## config.mk

```make
export PLATFORM = sky130hd
export DESIGN_NAME = echo_mixer
export DESIGN_NICKNAME = d
export VERILOG_FILES = /design/src/rtl/echo_mixer.sv
export SDC_FILE = /design/constraint.sdc
export NUM_CORES = 1
export LEC_CHECK = 0
export CAP_MARGIN = 20
export CORE_ASPECT_RATIO = 0.75
export CORE_MARGIN = 1
export CORE_UTILIZATION = 36
export DETAILED_ROUTE_END_ITERATION = 6
export GPL_ROUTABILITY_DRIVEN = 0
export PLACE_DENSITY_LB_ADDON = 0.3
export SLEW_MARGIN = 5
export SYNTH_ARGS = -nofsm -noshare
export SYNTH_HDL_FRONTEND = slang
export SYNTH_SLANG_ARGS = --single-unit
```

## constraint.sdc

```tcl
create_clock -name clk -period 5.9 [get_ports clk]
set_input_delay 1.18 -clock clk [delete_from_list [all_inputs] [get_ports clk]]
set_output_delay 1.18 -clock clk [all_outputs]
set_load 0.05 [all_outputs]
```

## src/rtl/echo_mixer.sv

```systemverilog
// echo_mixer: three-tap weighted mixer for the echo stage with a PWM DAC output.
//
// A rising edge of sample_stb (while enable is high) captures the three
// offset-binary taps and their gains, runs a three-step multiply-accumulate,
// then shifts, saturates and re-offsets the sum onto mix_out. It takes four
// clocks from capture to output.
//
// Ports:
//   clk          sole clock, rising edge
//   reset        synchronous, active-low reset
//   enable       low blocks new sample strobes (an in-flight sample completes)
//   sample_stb   new-sample level; a rising edge starts a computation
//   realt        tap 0, unsigned offset-binary (0x80 = silence)
//   delay1       tap 1, unsigned offset-binary
//   delay2       tap 2, unsigned offset-binary
//   gain0..2     unsigned tap gains (128 = unity at GAIN_SHIFT = 7)
//   overrun_clr  clears the sticky overrun flag
//   mix_out      mixed sample, offset-binary, held between updates
//   mix_valid    one-cycle pulse when mix_out updates
//   busy         high while a sample is being computed
//   overrun      sticky: a strobe edge arrived while busy and was dropped
//   pwm_out      registered 8-bit PWM of mix_out
module echo_mixer #(
  parameter int unsigned GAIN_SHIFT = 7
) (
  input  logic       clk,
  input  logic       reset,
  input  logic       enable,
  input  logic       sample_stb,
  input  logic [7:0] realt,
  input  logic [7:0] delay1,
  input  logic [7:0] delay2,
  input  logic [7:0] gain0,
  input  logic [7:0] gain1,
  input  logic [7:0] gain2,
  input  logic       overrun_clr,
  output logic [7:0] mix_out,
  output logic       mix_valid,
  output logic       busy,
  output logic       overrun,
  output logic       pwm_out
);

  typedef enum logic [2:0] {
    S_IDLE,
    S_MAC0,
    S_MAC1,
    S_MAC2,
    S_OUT
  } state_t;

  state_t             state_q, state_d;
  logic               stb_q;
  logic signed [7:0]  tap0_q, tap0_d, tap1_q, tap1_d, tap2_q, tap2_d;
  logic [7:0]         gain0_q, gain0_d, gain1_q, gain1_d, gain2_q, gain2_d;
  logic signed [17:0] acc_q, acc_d;
  logic [7:0]         mix_q, mix_d;
  logic               valid_q, valid_d;
  logic               ovr_q, ovr_d;
  logic [7:0]         cnt_q, duty_q;
  logic               pwm_q;

  logic               edge_w;
  logic signed [7:0]  tap_sel;
  logic [7:0]         gain_sel;
  logic signed [16:0] prod;
  logic signed [17:0] acc_shr;
  logic [7:0]         sat;

  assign edge_w = sample_stb & ~stb_q & enable;

  // Operand select for the single shared multiplier.
  always_comb begin
    tap_sel  = tap0_q;
    gain_sel = gain0_q;
    case (state_q)
      S_MAC1: begin
        tap_sel  = tap1_q;
        gain_sel = gain1_q;
      end
      S_MAC2: begin
        tap_sel  = tap2_q;
        gain_sel = gain2_q;
      end
      default: ;
    endcase
  end

  // Gain is unsigned: zero-extend before going signed so 255 stays positive.
  assign prod = $signed(17'(tap_sel)) * $signed(17'({1'b0, gain_sel}));

  // Arithmetic shift floors toward -inf, then clamp to the 8-bit signed range.
  assign acc_shr = acc_q >>> GAIN_SHIFT;

  always_comb begin
    if (acc_shr > 18'sd127)
      sat = 8'h7F;
    else if (acc_shr < -18'sd128)
      sat = 8'h80;
    else
      sat = acc_shr[7:0];
  end

  always_comb begin
    state_d = state_q;
    tap0_d  = tap0_q;
    tap1_d  = tap1_q;
    tap2_d  = tap2_q;
    gain0_d = gain0_q;
    gain1_d = gain1_q;
    gain2_d = gain2_q;
    acc_d   = acc_q;
    mix_d   = mix_q;
    valid_d = 1'b0;

    case (state_q)
      S_IDLE: begin
        if (edge_w) begin
          state_d = S_MAC0;
          tap0_d  = {~realt[7], realt[6:0]};
          tap1_d  = {~delay1[7], delay1[6:0]};
          tap2_d  = {~delay2[7], delay2[6:0]};
          gain0_d = gain0;
          gain1_d = gain1;
          gain2_d = gain2;
          acc_d   = '0;
        end
      end
      S_MAC0: begin
        acc_d   = acc_q + 18'(prod);
        state_d = S_MAC1;
      end
      S_MAC1: begin
        acc_d   = acc_q + 18'(prod);
        state_d = S_MAC2;
      end
      S_MAC2: begin
        acc_d   = acc_q + 18'(prod);
        state_d = S_OUT;
      end
      S_OUT: begin
        mix_d   = {~sat[7], sat[6:0]};
        valid_d = 1'b1;
        state_d = S_IDLE;
      end
      default: state_d = S_IDLE;
    endcase

    // Set has priority over clear when both happen in the same cycle.
    ovr_d = ovr_q;
    if (overrun_clr)
      ovr_d = 1'b0;
    if (edge_w && (state_q != S_IDLE))
      ovr_d = 1'b1;
  end

  always_ff @(posedge clk) begin
    if (!reset) begin
      state_q <= S_IDLE;
      stb_q   <= 1'b0;
      tap0_q  <= '0;
      tap1_q  <= '0;
      tap2_q  <= '0;
      gain0_q <= '0;
      gain1_q <= '0;
      gain2_q <= '0;
      acc_q   <= '0;
      mix_q   <= 8'h80;
      valid_q <= 1'b0;
      ovr_q   <= 1'b0;
      cnt_q   <= '0;
      duty_q  <= 8'h80;
      pwm_q   <= 1'b0;
    end else begin
      state_q <= state_d;
      stb_q   <= sample_stb;
      tap0_q  <= tap0_d;
      tap1_q  <= tap1_d;
      tap2_q  <= tap2_d;
      gain0_q <= gain0_d;
      gain1_q <= gain1_d;
      gain2_q <= gain2_d;
      acc_q   <= acc_d;
      mix_q   <= mix_d;
      valid_q <= valid_d;
      ovr_q   <= ovr_d;
      cnt_q   <= cnt_q + 8'd1;
      // Duty only reloads at the period boundary so a period is never torn.
      if (cnt_q == 8'hFF)
        duty_q <= mix_q;
      pwm_q   <= (cnt_q < duty_q);
    end
  end

  assign mix_out   = mix_q;
  assign mix_valid = valid_q;
  assign busy      = (state_q != S_IDLE);
  assign overrun   = ovr_q;
  assign pwm_out   = pwm_q;

endmodule
```

==> results of run 1 <==
[area by class of cell]
| class | count | area (µm²) | share of cell area, % |
|---|---|---|---|
| sequential | 97 | 1942 | 24.10 |
| clock inverter | 7 | 96.34 | 1.195 |
| multi-input combinational | 567 | 4348 | 53.95 |
| inverter | 85 | 319.1 | 3.959 |
| clock buffer | 9 | 225.2 | 2.795 |
| tap | 242 | 302.8 | 3.757 |
| timing repair buffer | 86 | 825.8 | 10.25 |
[metal layers]
metal | up-vias | part of all wire [%] | track usage [%]
li1 | 2665 | - | -
met1 | 2495 | 55 | 26.54
met2 | 112 | 39 | 23.88
met3 | 11 | 5.5 | 4.563
met4 | 0 | 0.85 | 4.226
met5 | - | 0 | 0
[final timing paths]
| check | endpoint |
|---|---|
| hold reg to reg | tap2_q[5]$_SDFFE_PN0P_ |
| hold / removal | tap2_q[5]$_SDFFE_PN0P_ |
| setup / recovery | acc_q[14]$_SDFFE_PN0P_ |
| setup reg to reg | acc_q[14]$_SDFFE_PN0P_ |
[report_power, final]
part | internal (mW) | switching [mW] | leakage, nW
Combinational | 0.129 | 0.163 | 2.53
Clock | 0.343 | 0.300 | 0.154
Sequential | 0.679 | 0.0174 | 0.787
[state kept, by name (all words and copies together) (netlist names), 3 cells and up]
name,count
acc_q,18
cnt_q,8
duty_q,8
gain0_q,8
gain1_q,8
gain2_q,8
mix_out,8
tap0_q,8
tap1_q,8
tap2_q,8
state_q,3
[synthesized netlist by cell type, drive strengths merged, types with 2 or more instances]
cell	count
nand2	157
a22o	6
nand2b	14
and3	3
a21o	6
and2	10
mux2i	23
inv	85
o21a	9
buf	15
fa	51
o211ai	5
a211oi	3
clkbuf	14
nor2	45
xnor2	12
dfxtp	97
or2	4
xor2	6
o211a	3
a21boi	56
a21oi	11
nor3	2
nand3	4
o21ai	43
a22oi	3
or3	3
ha	60
nor2b	16
[worst register-to-register path: stages, from the launching register on]
cell      delay [ns]
dfxtp_1         0.41
nand2b_1        0.18
buf_12          0.20
nand2_1         0.08
o21ai_1         0.13
buf_4           0.20
inv_1           0.15
nor2_1          0.19
fa_1            0.44
fa_1            0.56
inv_1           0.06
fa_1            0.53
inv_1           0.06
fa_1            0.49
ha_1            0.30
ha_1            0.24
or4_1           0.48
o22a_2          0.23
a311oi_2        0.28
xor2_1          0.17
o21ai_1         0.06
[stage by stage]
stage                     hold WS, ns  std cells  utilization, %
final                          0.4632       1093           44.84
after global routing           0.4830       1093           44.84
after CTS                      0.4642       1092           44.67
after detailed placement       0.4519       1076           42.88
after global placement         0.4416       1076           42.88
after floorplan                0.4241        778               -
[repair_timing]
item	CTS	global route
setup buffers	0	0
setup endpoints to repair	0	2
resized for setup	0	3
[cells by family (layout without fill, tap and decap cells)]
family | after synthesis | in the layout
simple gates | 262 | 262
buf+inv | 114 | 187
xor+xnor | 18 | 18
compound gates | 153 | 153
flops | 97 | 97
mux | 23 | 23
fa+ha+maj | 111 | 111
==> metrics.md, run 1 <==
| Metric | Value |
|---|---|
| DRC viols | 0 |
| Reg2reg start | state_q[2]$_SDFFE_PN0P_ |
| Unique cell type count in the Yosys netlist | 45 |
| Layout net count | 1010 |
| Yosys top cell by area | dfxtp_1 |
| RSZ-0062 raised after global routing | no |
| Finished layout cell area | 8059 µm² |
| Most frequent cells in the layout | nand2_1 (157), dfxtp_1 (97), inv_1 (85) |
| Synth Area in Compound Gates | 15.48% |
| Number of global-route vias before repair | 5134 |
| Max Cap Violations | 0 |
| Largest family of logic cells by synthesized area | adder cells |
| Tmin final | 5.534 ns |
| Mux share of post-synthesis cell area | 3.423% |
| Fin Clk Skew | 0.007742 ns |
| Synth top area cells | dfxtp_1 (29%), fa_1 (15%), ha_1 (11%) |
| H-tree levels | 3 |
| WP depth | 20 |
| Slowest cell on crit path | fa_1 |
| Crit Path Max Fanout | 41 |
| Slew margin rel. | 44.34% |
| Share of layout cells above drive strength 1 | 5.640% |
| Ys Warns | 0 |
| Final setup vio count | 0 |
| GR Util All Layers | 17.40% |
| Post-synth top area share | 28.87% |
| Simple-gate share of the synthesized area | 16.78% |
| Starting DRT DRC Count | 281 |
| CP Launch Type | flop |
| Buf/Inv on CP | 5 |
| Area Growth Syn to Fin | 19.81% |
| Final worst slack | 0.3664 ns |
| FF-to-FF setup slack | 0.37 ns |
| CTS max path bufs | 2 |
| Tightest Pin Transition | 0.8348 ns |
| Slowest Stage Delay on Critical Path | 0.56 ns |
| Routed vias/inst | 4.833 |
| Final hold violation count | 0 |
| Post-synthesis cell area | 6726 µm² |
| Post-synth top flop | dfxtp_1 |
| DP HPWL | 12520 µm |
| Die Ht | 120.4 µm |
| Worst Path Required | 6.15 ns |
| FF+latch count, synth | 97 |
| Gate Count Post-Synth | 778 |
| Setup crit start | state_q[2]$_SDFFE_PN0P_ |
| Core ar. | 17970 µm² |
| Root buf cell | clkbuf_16 |
| Hold path cells | 2 |
| Initial Util | 37.43% |
| Async SR Flop Fraction | 0% |
| F_max | 180.7 MHz |
| Hold path startpoint | tap2_q[5]$_SDFFE_PN0P_ |
| Total CTS buffers | 9 |
| Final Max Tran Viols | 0 |
| Final worst path period share | 93.79% |
| DIE AREA | 19240 µm² |
| CP cell instances | nand2b_1, buf_12, nand2_1, o21ai_1, buf_4, inv_1, nor2_1, fa_1, fa_1, inv_1, fa_1, inv_1, fa_1, ha_1, ha_1, or4_1, o22a_2, a311oi_2, xor2_1, o21ai_1 |
| Leakage | 3.469 nW |
| Setup crit end kind | flop |
| Critical path's top delay family | adder cells |
| Sequential-to-total area share from yosys stat | 28.87% |
| Largest net degree at the start of global routing | 52 |
| Crit-path most repeated cell | fa_1 |
| IO Count | 65 |
| Clock sink count | 97 |
| # fillers | 1809 |
| Site Rows | 42 |
| PwrDens | 202.3 nW/µm² |
| Mean Syn Cell Area | 8.646 µm² |
| Routed length per instance | 14.45 µm |
| Area of placed instances | 7706 µm² |
| Worst-Skew Late Latency | 0.36 ns |
| Syn Nets | 942 |
| Antenna violations before repair | 0 |
| Status | finished, final reports clean |
| Worst-path clk slew | 0.08 ns |
| Worst Path Arrival | 5.78 ns |
| FF-to-FF path depth | 20 |
| Power Total | 1.630 mW |
| Setup TNS | 0 ns |
| Total congestion overflow | 0 |
| Die Span X | 159.8 µm |
| Routed WL | 15800 µm |
| Via Count | 5283 |
| Post-CTS Hold Buffers | 0 |
| CP Class | flop to flop |
| CTS tree | built |
| First-pass GRT wire length | 26250 µm |
| Worst slack, placed | 0.2578 ns |
| Xor and xnor fraction of the mapped netlist area | 2.344% |
| IO Port Bufs | 64 |
| Post-synthesis adder-cell area fraction | 26.34% |
| Max VDD drop | 0.0001174 V |
| Ant. Diodes | 0 |
| Hold Crit Class | flop to flop |
| EDFF count, synth | 0 |
| Pre-antenna DRT Iters | 4 |
| Commonest non-fill, non-tap cell in the layout | nand2_1 |
| Routed Antenna Nets | 0 |
No activity file was read; power rests on OpenSTA's default activity.
==> run 2: changes to the inputs <==
==> constraint.sdc (replaced) <==
create_clock -name clk -period 6.94 [get_ports clk]
set_input_delay 1.388 -clock clk [delete_from_list [all_inputs] [get_ports clk]]
set_output_delay 1.388 -clock clk [all_outputs]
set_load 0.05 [all_outputs]
==> run 2 against run 1 <==
  * First-iteration DRC count grew 35%
  * Utilization fell by 0.70 points
  * Global-route usage fell by 0.68 points
  * Clock power decreased by 21%
  * Clock-buffer cell count increased by 1
  * Critical endpoint is now acc_q[15]$_SDFFE_PN0P_
  * Sequential share of layout area up 0.38 points
  * Largest power group unchanged
  * Clock skew is 0.00098 ns higher
  * Combinational power shrank 18%
==> metrics.md, run 2 (synthesized netlist as in run 1, its figures left out) <==
| Metric | Value |
|---|---|
| Status | finished, final reports clean |
| Clock sink count | 97 (unchanged) |
| Post_cts resized | 0 (unchanged) |
| Hold Crit Class | flop to flop |
| Leakage | 3.401 nW (-2.0%) |
| Largest net degree at the start of global routing | 52 (unchanged) |
| Crit Path Max Fanout | 24 (-41%) |
| Setup TNS | 0 ns (unchanged) |
| Tightest Pin Transition | 0.8337 ns (-0.001089 ns) |
| Fin Clk Skew | 0.008726 ns (+0.0009839 ns) |
| Worst Path Required | 7.19 ns (+1.04 ns) |
| Placed Cells | 1066 (-0.93%) |
| Routed WL | 15040 µm (-4.8%) |
| Max FFs per register | 18 (unchanged) |
| DIE AREA | 19240 µm² (unchanged) |
| Die Ht | 120.4 µm (unchanged) |
| IO Port Bufs | 64 (unchanged) |
| DP HPWL | 12060 µm (-3.6%) |
| Routed length per instance | 13.89 µm (-3.9%) |
| Slew margin rel. | 44.42% (+0.073 points) |
| CP Launch Type | flop |
| Most frequent cells in the layout | nand2_1 (157), dfxtp_1 (97), inv_1 (85) |
| Final worst slack | 0.5793 ns (+0.2129 ns) |
| Slowest cell on crit path | fa_1 |
| Area of placed instances | 7619 µm² (-1.1%) |
| IO Count | 65 (unchanged) |
| Share of layout cells above drive strength 1 | 4.281% (-1.4 points) |
| Area Growth Syn to Fin | 17.95% |
| Worst-path clk slew | 0.08 ns (about the same) |
| Max VDD drop | 0.0001029 V (-12%) |
| Util after Layout | 44.15% (-0.70 points) |
| H-tree levels | 3 (unchanged) |
| Final hold violation count | 0 (unchanged) |
| Die Span X | 159.8 µm (unchanged) |
| CP cell instances | nand2b_1, buf_4, a21oi_1, nand2_1, fa_1, fa_1, inv_1, fa_1, fa_1, inv_1, fa_1, inv_1, ha_1, o21ai_0, o21ai_0, a41oi_1, o211ai_1, o311ai_0, a22o_1 |
| Core ar. | 17970 µm² (unchanged) |
| GR Util All Layers | 16.72% (-0.68 points) |
| Via Count | 5226 (-1.1%) |
| Worst Path Arrival | 6.61 ns (+0.83 ns) |
| CTS max path bufs | 2 (unchanged) |
| CTS tree | built |
| Ant. Diodes | 0 (unchanged) |
| Postcts setup bufs | 0 (unchanged) |
| Initial Util | 37.43% (unchanged) |
| Commonest non-fill, non-tap cell in the layout | nand2_1 |
| Biggest register | acc_q |
| DRC viols | 0 (unchanged) |
| Pre-antenna DRT Iters | 5 (+1) |
| Number of global-route vias before repair | 4975 (-3.1%) |
| Final Max Tran Viols | 0 (unchanged) |
| Antenna violations before repair | 0 (unchanged) |
| Starting DRT DRC Count | 378 (+35%) |
| Total congestion overflow | 0 (unchanged) |
| Finished layout cell area | 7934 µm² (-1.6%) |
| Max Cap Violations | 0 (unchanged) |
| Root buf cell | clkbuf_16 |
| Routed Antenna Nets | 0 (unchanged) |
| Crit-path most repeated cell | fa_1 |
| Setup crit end kind | flop |
| Site Rows | 42 (unchanged) |
| Layout net count | 1000 (-0.99%) |
| F_max | 157.2 MHz (-13%) |
| Final setup vio count | 0 (unchanged) |
| Tmin final | 6.361 ns (+0.8271 ns) |
| Finished Layout Cells | 1083 (-0.91%) |
| Final worst path period share | 91.65% (-2.1 points) |
| RSZ-0062 raised after global routing | no |
| Worst slack, placed | 0.6552 ns (+0.3974 ns) |
| Slowest Stage Delay on Critical Path | 0.55 ns (about the same) |
| Routed vias/inst | 4.825 (-0.17%) |
| Post-CTS Hold Buffers | 0 (unchanged) |
| PwrDens | 168.4 nW/µm² (-17%) |
| First-pass GRT wire length | 25430 µm (-3.1%) |
| Worst-Skew Late Latency | 0.36 ns (about the same) |
| CP Class | flop to flop |
| Total CTS buffers | 9 (unchanged) |
## run 2: cell count changes in the layout (fill, tap and decap cells not counted)
cell / before / now
inv_6: 0 / 2
a41oi_1: 0 / 1
o21ai_1: 6 / 5
buf_12: 2 / 1
inv_8: 3 / 2
buf_4: 20 / 11
clkinv_8: 1 / 0
a21oi_2: 1 / 0
bufinv_16: 1 / 0
a41oi_2: 1 / 0
o21ai_0: 37 / 38
clkbuf_8: 0 / 1
a21oi_1: 10 / 11
## run 2: worst paths after layout
kind                                               from                endpoint  slack (ns)  cells after the start
worst max register to register  state_q[2]$_SDFFE_PN0P_  acc_q[15]$_SDFFE_PN0P_        0.58                     19
worst max-delay path            state_q[2]$_SDFFE_PN0P_  acc_q[15]$_SDFFE_PN0P_        0.58                     19
worst min-delay path             tap1_q[4]$_SDFFE_PN0P_  tap1_q[4]$_SDFFE_PN0P_        0.45                      2
worst min register to register   tap1_q[4]$_SDFFE_PN0P_  tap1_q[4]$_SDFFE_PN0P_        0.45                      2
## run 2: routing by layer
layer | track usage [%] | wire length, µm | part of all wire (%) | vias up
met2 | 22.27 | 5747 | 38 | 121
met4 | 3.929 | 152 | 1.0 | 0
li1 | - | - | - | 2644
met3 | 4.357 | 929 | 6.2 | 12
met1 | 26.11 | 8213 | 55 | 2449
met5 | 0 | 0 | 0 | -
## run 2: power breakdown
| group | internal, mW | leakage [nW] | switching, mW |
|---|---|---|---|
| combinational | 0.105 | 2.47 | 0.133 |
| sequential | 0.577 | 0.787 | 0.0161 |
| clock | 0.262 | 0.144 | 0.244 |
| total | 0.943 | 3.40 | 0.393 |
## run 2: final cells by class
type / instances / area [µm²]
Clock buffer: 10 / 239.0
Tap cell: 242 / 302.8
Fill cell: 1794 / 10040
Multi-Input combinational cell: 567 / 4337
Clock inverter: 6 / 56.30
Inverter: 85 / 319.1
Timing Repair Buffer: 76 / 738.2
Sequential cell: 97 / 1942
## run 2: stage by stage
stage	hold WS, ns	power (mW)
after detailed placement	0.4497	0.8426
final	0.4528	1.336
after global routing	0.4754	1.406
after global placement	0.4457	0.8400
after floorplan	0.4241	0.7581
after CTS	0.4592	1.348
## run 2: critical path: cells and delay by family (launching register included)
family	cells	cell delay, ns
adder cells (fa/ha/maj)	6	2.98
AO/OA/AOI/OAI	7	1.84
AND/OR/NAND/NOR	2	0.58
buffers and inverters	4	0.50
flip-flops	1	0.36
